[config.mk]
export PLATFORM = sky130hd
export DESIGN_NAME = uart_tx_core
export DESIGN_NICKNAME = d
export VERILOG_FILES = /design/src/rtl/uart_pkg.sv /design/src/rtl/uart_tx_fifo.sv /design/src/rtl/uart_tx_core.sv
export SDC_FILE = /design/constraint.sdc
export NUM_CORES = 1
export LEC_CHECK = 0
export CORE_MARGIN = 2
export CORE_UTILIZATION = 60
export CTS_CLUSTER_SIZE = 20
export DETAILED_ROUTE_END_ITERATION = 10
export DONT_BUFFER_PORTS = 1
export GPL_ROUTABILITY_DRIVEN = 1
export PLACE_DENSITY = 0.76
export SETUP_SLACK_MARGIN = 0.15
export SYNTH_ARGS = -nofsm -noshare
export SYNTH_HDL_FRONTEND = slang
export SYNTH_HIERARCHICAL = 1
export SYNTH_SLANG_ARGS = --single-unit
[constraint.sdc]
create_clock -name clk -period 6.45 [get_ports clk]
set_input_delay 1.29 -clock clk [delete_from_list [all_inputs] [get_ports clk]]
set_output_delay 1.29 -clock clk [all_outputs]
set_load 0.01 [all_outputs]
[src/rtl/uart_pkg.sv]
// Shared types and constants for the UART transmit path.
package uart_pkg;

  typedef enum logic [2:0] {
    ST_IDLE,
    ST_START,
    ST_DATA,
    ST_PAR,
    ST_STOP
  } tx_state_t;

  localparam int unsigned PARITY_NONE = 0;
  localparam int unsigned PARITY_ODD  = 1;
  localparam int unsigned PARITY_EVEN = 2;

  // Callers zero-extend narrower words; the padding bits do not affect the XOR.
  function automatic logic parity_bit(input logic [8:0] d, input int unsigned mode);
    return (mode == PARITY_ODD) ? ~(^d) : ^d;
  endfunction

endpackage

[src/rtl/uart_tx_fifo.sv]
// Single-clock transmit FIFO: head word readable without latency, full/empty/level flags,
// and a registered pulse for writes rejected while full.
module uart_tx_fifo #(
  parameter int unsigned WIDTH = 8,
  parameter int unsigned DEPTH = 16
) (
  input  logic                     clk,
  input  logic                     rst,
  input  logic                     i_wr_req,
  input  logic [WIDTH-1:0]         i_wr_data,
  input  logic                     i_rd_en,
  output logic [WIDTH-1:0]         o_rd_data,
  output logic                     o_full,
  output logic                     o_empty,
  output logic [$clog2(DEPTH):0]   o_level,
  output logic                     o_overflow
);

  localparam int unsigned AW = $clog2(DEPTH);
  localparam logic [AW:0]   LVL_ONE  = (AW+1)'(1);
  localparam logic [AW:0]   LVL_FULL = (AW+1)'(DEPTH);
  localparam logic [AW-1:0] PTR_ONE  = AW'(1);

  logic [WIDTH-1:0] r_mem [DEPTH];
  logic [AW-1:0]    r_wr_ptr;
  logic [AW-1:0]    r_rd_ptr;
  logic [AW:0]      r_level;
  logic             r_overflow;
  logic             w_wr_en;
  logic             w_rd_en;

  assign o_full     = (r_level == LVL_FULL);
  assign o_empty    = (r_level == '0);
  assign o_level    = r_level;
  assign o_overflow = r_overflow;
  assign o_rd_data  = r_mem[r_rd_ptr];

  // Fullness is judged before any same-edge pop, so a full FIFO always rejects.
  assign w_wr_en = i_wr_req && !o_full;
  assign w_rd_en = i_rd_en && !o_empty;

  always_ff @(posedge clk) begin
    if (w_wr_en) r_mem[r_wr_ptr] <= i_wr_data;
  end

  always_ff @(posedge clk or posedge rst) begin
    if (rst) begin
      r_wr_ptr   <= '0;
      r_rd_ptr   <= '0;
      r_level    <= '0;
      r_overflow <= 1'b0;
    end else begin
      r_overflow <= i_wr_req && o_full;
      if (w_wr_en) r_wr_ptr <= r_wr_ptr + PTR_ONE;
      if (w_rd_en) r_rd_ptr <= r_rd_ptr + PTR_ONE;
      if (w_wr_en && !w_rd_en)      r_level <= r_level + LVL_ONE;
      else if (!w_wr_en && w_rd_en) r_level <= r_level - LVL_ONE;
    end
  end

endmodule

[src/rtl/uart_tx_core.sv]
// UART transmitter: FIFO-buffered words serialised as start/data/parity/stop frames,
// back-to-back frames sent without an idle gap.
module uart_tx_core
  import uart_pkg::*;
#(
  parameter int unsigned CLK_DIV    = 434,
  parameter int unsigned DATA_BITS  = 8,
  parameter int unsigned PARITY     = 0,
  parameter int unsigned STOP_BITS  = 1,
  parameter int unsigned FIFO_DEPTH = 16
) (
  input  logic                          clk,
  input  logic                          rst,
  input  logic [DATA_BITS-1:0]          data,
  input  logic                          wr_req,
  output logic                          fifo_full,
  output logic                          fifo_empty,
  output logic [$clog2(FIFO_DEPTH):0]   fifo_level,
  output logic                          overflow,
  output logic                          busy,
  output logic                          tx_done,
  output logic                          tx
);

  localparam logic [15:0] TIMER_RELOAD = 16'(CLK_DIV - 1);
  localparam logic [3:0]  LAST_DATA    = 4'(DATA_BITS - 1);
  localparam logic [3:0]  LAST_STOP    = 4'(STOP_BITS - 1);

  tx_state_t            r_state, w_state_nxt;
  logic [15:0]          r_timer, w_timer_nxt;
  logic [3:0]           r_bitcnt, w_bitcnt_nxt;
  logic [DATA_BITS-1:0] r_shift, w_shift_nxt;
  logic                 r_parity, w_parity_nxt;
  logic                 r_tx, w_tx_nxt;
  logic                 w_pop;
  logic                 w_done;
  logic                 w_bit_end;
  logic [DATA_BITS-1:0] w_fifo_data;

  uart_tx_fifo #(
    .WIDTH (DATA_BITS),
    .DEPTH (FIFO_DEPTH)
  ) u_fifo (
    .clk        (clk),
    .rst        (rst),
    .i_wr_req   (wr_req),
    .i_wr_data  (data),
    .i_rd_en    (w_pop),
    .o_rd_data  (w_fifo_data),
    .o_full     (fifo_full),
    .o_empty    (fifo_empty),
    .o_level    (fifo_level),
    .o_overflow (overflow)
  );

  assign w_bit_end = (r_timer == '0);
  assign busy      = (r_state != ST_IDLE);
  assign tx        = r_tx;
  assign tx_done   = w_done;

  always_comb begin
    w_state_nxt  = r_state;
    w_timer_nxt  = w_bit_end ? TIMER_RELOAD : r_timer - 16'd1;
    w_bitcnt_nxt = r_bitcnt;
    w_shift_nxt  = r_shift;
    w_parity_nxt = r_parity;
    w_tx_nxt     = r_tx;
    w_pop        = 1'b0;
    w_done       = 1'b0;

    case (r_state)
      ST_IDLE: begin
        w_timer_nxt = '0;
        w_tx_nxt    = 1'b1;
        if (!fifo_empty) w_pop = 1'b1;
      end
      ST_START: begin
        if (w_bit_end) begin
          w_state_nxt  = ST_DATA;
          w_bitcnt_nxt = '0;
          w_tx_nxt     = r_shift[0];
        end
      end
      ST_DATA: begin
        if (w_bit_end) begin
          if (r_bitcnt == LAST_DATA) begin
            w_bitcnt_nxt = '0;
            if (PARITY != PARITY_NONE) begin
              w_state_nxt = ST_PAR;
              w_tx_nxt    = r_parity;
            end else begin
              w_state_nxt = ST_STOP;
              w_tx_nxt    = 1'b1;
            end
          end else begin
            // Shift on the boundary so the next bit is always r_shift[0].
            w_bitcnt_nxt = r_bitcnt + 4'd1;
            w_shift_nxt  = r_shift >> 1;
            w_tx_nxt     = r_shift[1];
          end
        end
      end
      ST_PAR: begin
        if (w_bit_end) begin
          w_state_nxt  = ST_STOP;
          w_bitcnt_nxt = '0;
          w_tx_nxt     = 1'b1;
        end
      end
      ST_STOP: begin
        if (w_bit_end) begin
          if (r_bitcnt == LAST_STOP) begin
            w_done       = 1'b1;
            w_bitcnt_nxt = '0;
            if (!fifo_empty) begin
              w_pop = 1'b1;
            end else begin
              w_state_nxt = ST_IDLE;
              w_timer_nxt = '0;
              w_tx_nxt    = 1'b1;
            end
          end else begin
            w_bitcnt_nxt = r_bitcnt + 4'd1;
            w_tx_nxt     = 1'b1;
          end
        end
      end
      default: begin
        w_state_nxt = ST_IDLE;
        w_timer_nxt = '0;
        w_tx_nxt    = 1'b1;
      end
    endcase

    // A pop always launches a new frame from the word at the FIFO head.
    if (w_pop) begin
      w_state_nxt  = ST_START;
      w_timer_nxt  = TIMER_RELOAD;
      w_bitcnt_nxt = '0;
      w_shift_nxt  = w_fifo_data;
      w_parity_nxt = parity_bit(9'(w_fifo_data), PARITY);
      w_tx_nxt     = 1'b0;
    end
  end

  always_ff @(posedge clk or posedge rst) begin
    if (rst) begin
      r_state  <= ST_IDLE;
      r_timer  <= '0;
      r_bitcnt <= '0;
      r_shift  <= '0;
      r_parity <= 1'b0;
      r_tx     <= 1'b1;
    end else begin
      r_state  <= w_state_nxt;
      r_timer  <= w_timer_nxt;
      r_bitcnt <= w_bitcnt_nxt;
      r_shift  <= w_shift_nxt;
      r_parity <= w_parity_nxt;
      r_tx     <= w_tx_nxt;
    end
  end

endmodule

==> results.md <==
* Final-stage net count at 542
* I/O pin count at 22
* Clock latency of the later-clocked register in the worst-skew pair at 430 ps
* Highest attainable clock frequency at 277 MHz
* Type of the worst setup path: flip-flop to flip-flop
* Final ANT Viol Nets at 0
* WP buf/inv at 2
* # port buffers at 0
* Final critical-path required period at 3620 ps
* Hold buffer count at cts at 0
* Cell Area, Synth at 7690 um2
* Number of antenna diodes at 0
* Transition at the pin with the smallest max-transition slack at 1290 ps
* First-pass GRT wire length at 22.9 mm
* Gpl congestion at 0.886
* P&R area growth vs syn at 8.37%
* Final hold violation count at 0
* Most frequently used flop master after synthesis: sky130_fd_sc_hd__edfxtp_1
* Cts bufs inserted at 17
* Kind of start point of the critical path: flip-flop
* Standard cell core area at 12600 um2
* Critical path data arrival time at 3970 ps
* Pin count of the biggest net entering global routing at 43
* Data required time of the worst path at 6810 ps
* DP Worst Slack at 2890 ps
* Cells after synthesis at 520
* Finish-stage setup viols at 0
* Number of optimization iterations in the first detailed-route pass at 5
* Clock root cell: sky130_fd_sc_hd__clkbuf_16
* Uppermost signal routing layer after detailed routing: met4
* Final Max Tran Viols at 0
* Met3 Wirelength at 969 um
* Cell breakdown of the critical path: nor3_1, nand4_1, o21a_1, nor2_1, o21a_4, clkinv_2, ha_1, inv_1, ha_1, a21o_1, a21oi_1, mux2i_1, xnor2_1
* Worst min-delay path class: flip-flop to flip-flop
* Clock sink total at 174
* Hold WS at 500 ps
* Total grt overflow at 0
* Post-synthesis sequential area ratio at 64.9%
* Non-filler cells in the finished layout at 702
* Power per cell area at 373 nW/um2
* Synthesis warning total at 6
* TritonCTS clock tree: built
* Total of fill cells in the finished design at 884
* Final wirelength at 14.5 mm
* Cell Rows at 41
* Layout Cell Area excl Fill at 8340 um2
* Starting DRC count in detailed routing at 445
* Delay of the slowest critical-path stage at 590 ps
* Routed metal-1 wirelength at 6.13 mm
* Synthesized net count at 545
* Leading area contributor after synthesis: sky130_fd_sc_hd__edfxtp_1
* CP top delay family: simple AND/OR/NAND/NOR gates
* Maximum VDD drop at 0.275 mV
* Share of the cycle needed by the critical path after routing at 56.0%
* FFs w/ async S/R, synth at 26.4%
* Number of vias after detailed routing at 4349
* Seq cells post-synth at 174
* Static leakage power at 3.11 nW
* Total instance count after detailed placement at 670
* Cell repeated most along the worst path: sky130_fd_sc_hd__ha_1
* Number of enable-type register cells in the synthesized netlist at 128
* Run status: completed
* Slowest stage cell, crit path: sky130_fd_sc_hd__nor3_1
* Yosys cell types at 63
* Effective utilization at floorplan at 61.2%
* Fraction of final layout cells with drive strength greater than 1 at 15.1%
* Cell types with the largest area share after synthesis: sky130_fd_sc_hd__edfxtp_1 50%, sky130_fd_sc_hd__dfrtp_1 15%, sky130_fd_sc_hd__mux2i_1 4.7%
* Post-cts repair resize count at 0
* Reg clk slew, reported paths at 70 ps
* Antenna violations before repair at 0
* Post-CTS Setup Inserts at 0
* Mean cell area of the mapped netlist at 14.8 um2
* Depth of the CTS H-tree at 4
* Maximum clock skew at final layout at 6.27 ps
* Final routed DRC violation total at 0
* HPWL Detailed at 9.44 mm
* Global router's overall resource usage at 23.1%
* Total Neg Setup Slack at 0 ps
* Chip width at 117 um
* Mean number of vias per cell at 6.20
* Unrepaired setup endpoints after global routing: no
* Routed wl met2 at 7.17 mm
* Total die area at 13700 um2
* Portion of synthesized cell area occupied by the leading cell type at 50.0%
* Mean routed wirelength per cell at 20.7 um
* Placed inst area at 7760 um2
* Type of element capturing the critical path: flip-flop
* Fin worst setup slack at 2830 ps
* Die boundary height at 117 um
* Highest fanout seen on the critical path at 7
* Max-Slew Margin vs Limit at 13.2%
* Maximum clock path buffer count at 2
* Number of max-cap violations at 0
* Via count of the first global-routing pass at 4191
## per-stage QoR
| step | total power, mW | util [%] |
|---|---|---|
| after floorplan | 2.01 | - |
| after global placement | 2.12 | 61.8 |
| after detailed placement | 2.14 | 61.8 |
| after CTS | 3.12 | 66.4 |
| after global routing | 3.25 | 66.4 |
| final | 3.11 | 66.4 |
## report_power, final
group	internal, mW	switching, mW	total, mW
clock network	0.513	0.468	0.982
registers	1.38	0.162	1.54
logic	0.266	0.316	0.582
## worst paths after layout
| path | cells past startpoint | slack [ps] | end | startpoint |
|---|---|---|---|---|
| max in group asynchronous | 1 | 5260 | u_fifo/r_rd_ptr[0] | rst |
| setup / recovery | 13 | 2830 | u_fifo/o_level[4] | r_timer[7] |
| min in group asynchronous | 1 | 790 | u_fifo/o_overflow | rst |
| setup reg to reg | 13 | 2830 | u_fifo/o_level[4] | r_timer[7] |
| hold reg to reg | 2 | 500 | tx | tx |
| hold / removal | 2 | 500 | tx | tx |
## worst min-delay path, delay by kind of cell (launching register included)
family | cells | cell delay [ps]
buffers and inverters | 1 | 50
multiplexers | 1 | 60
flip-flops | 1 | 390
## logic make-up (layout without fill, tap and decap cells)
kind of cell | count (synthesis) | after routing | synth area share, %
compound gates | 81 | 81 | 8.28
mux | 53 | 53 | 9.51
buf+inv | 39 | 49 | 2.88
fa+ha+maj | 14 | 14 | 2.37
simple gates | 137 | 137 | 9.53
flops | 174 | 174 | 64.9
xor+xnor | 22 | 22 | 2.50
## area by class of cell
type	count	area [um2]	area share, %
Clock inverter	15	149	1.79
Multi-Input combinational cell	307	2480	29.7
Timing Repair Buffer	2	15.0	0.180
Clock buffer	17	425	5.10
Sequential cell	174	5000	59.9
Tap cell	172	215	2.58
Inverter	15	57.6	0.690
## cells in the final DEF, fill, tap and decap left out, types with 3 or more instances in the layout
cell / n
sky130_fd_sc_hd__a21o_1: 3
sky130_fd_sc_hd__a21oi_1: 8
sky130_fd_sc_hd__a221o_1: 5
sky130_fd_sc_hd__a221oi_1: 7
sky130_fd_sc_hd__a221oi_2: 9
sky130_fd_sc_hd__a22oi_1: 8
sky130_fd_sc_hd__and2_1: 4
sky130_fd_sc_hd__and3_1: 9
sky130_fd_sc_hd__clkbuf_16: 17
sky130_fd_sc_hd__clkinv_4: 3
sky130_fd_sc_hd__dfrtp_1: 44
sky130_fd_sc_hd__edfxtp_1: 128
sky130_fd_sc_hd__ha_1: 13
sky130_fd_sc_hd__inv_1: 14
sky130_fd_sc_hd__inv_6: 5
sky130_fd_sc_hd__inv_8: 3
sky130_fd_sc_hd__mux2i_1: 36
sky130_fd_sc_hd__mux4_2: 16
sky130_fd_sc_hd__nand2_1: 36
sky130_fd_sc_hd__nand2b_1: 6
sky130_fd_sc_hd__nand3_1: 8
sky130_fd_sc_hd__nand3b_1: 4
sky130_fd_sc_hd__nand4_1: 4
sky130_fd_sc_hd__nor2_1: 35
sky130_fd_sc_hd__nor3_1: 8
sky130_fd_sc_hd__o211ai_1: 4
sky130_fd_sc_hd__o21a_1: 3
sky130_fd_sc_hd__o21ai_0: 21
sky130_fd_sc_hd__or3_1: 3
sky130_fd_sc_hd__xnor2_1: 15
sky130_fd_sc_hd__xor2_1: 7
## registers in the layout, indices dropped and copies added, names as in the netlist
signal	cells
r_shift	8
u_fifo/r_wr_ptr	4
r_timer	16
u_fifo/o_level	5
r_bitcnt	4
tx	1
r_state	3
u_fifo/o_overflow	1
u_fifo/r_rd_ptr	4
u_fifo/r_mem	128
## routing by layer
| layer | vias to the layer above | global-route usage (%) |
|---|---|---|
| met3 | 24 | 5.82 |
| met5 | - | 0 |
| li1 | 1984 | - |
| met4 | 0 | 9.80 |
| met2 | 153 | 35.9 |
| met1 | 2188 | 31.3 |
## synth_stat cells (4+ instances only)
master                     count
sky130_fd_sc_hd__a21oi_1       8
sky130_fd_sc_hd__a221o_1       5
sky130_fd_sc_hd__a221oi_1      7
sky130_fd_sc_hd__a221oi_2      9
sky130_fd_sc_hd__a22oi_1       8
sky130_fd_sc_hd__and2_1        4
sky130_fd_sc_hd__and3_1        9
sky130_fd_sc_hd__buf_2         4
sky130_fd_sc_hd__buf_6         8
sky130_fd_sc_hd__clkbuf_1      7
sky130_fd_sc_hd__dfrtp_1      45
sky130_fd_sc_hd__edfxtp_1    128
sky130_fd_sc_hd__ha_1         13
sky130_fd_sc_hd__inv_1        14
sky130_fd_sc_hd__mux2i_1      36
sky130_fd_sc_hd__mux4_2       16
sky130_fd_sc_hd__nand2_1      36
sky130_fd_sc_hd__nand2b_1      6
sky130_fd_sc_hd__nand3_1       8
sky130_fd_sc_hd__nand3b_1      4
sky130_fd_sc_hd__nand4_1       4
sky130_fd_sc_hd__nor2_1       35
sky130_fd_sc_hd__nor3_1        8
sky130_fd_sc_hd__o211ai_1      4
sky130_fd_sc_hd__o21ai_0      21
sky130_fd_sc_hd__xnor2_1      15
sky130_fd_sc_hd__xor2_1        7
Power figures use the tool's default switching activity.
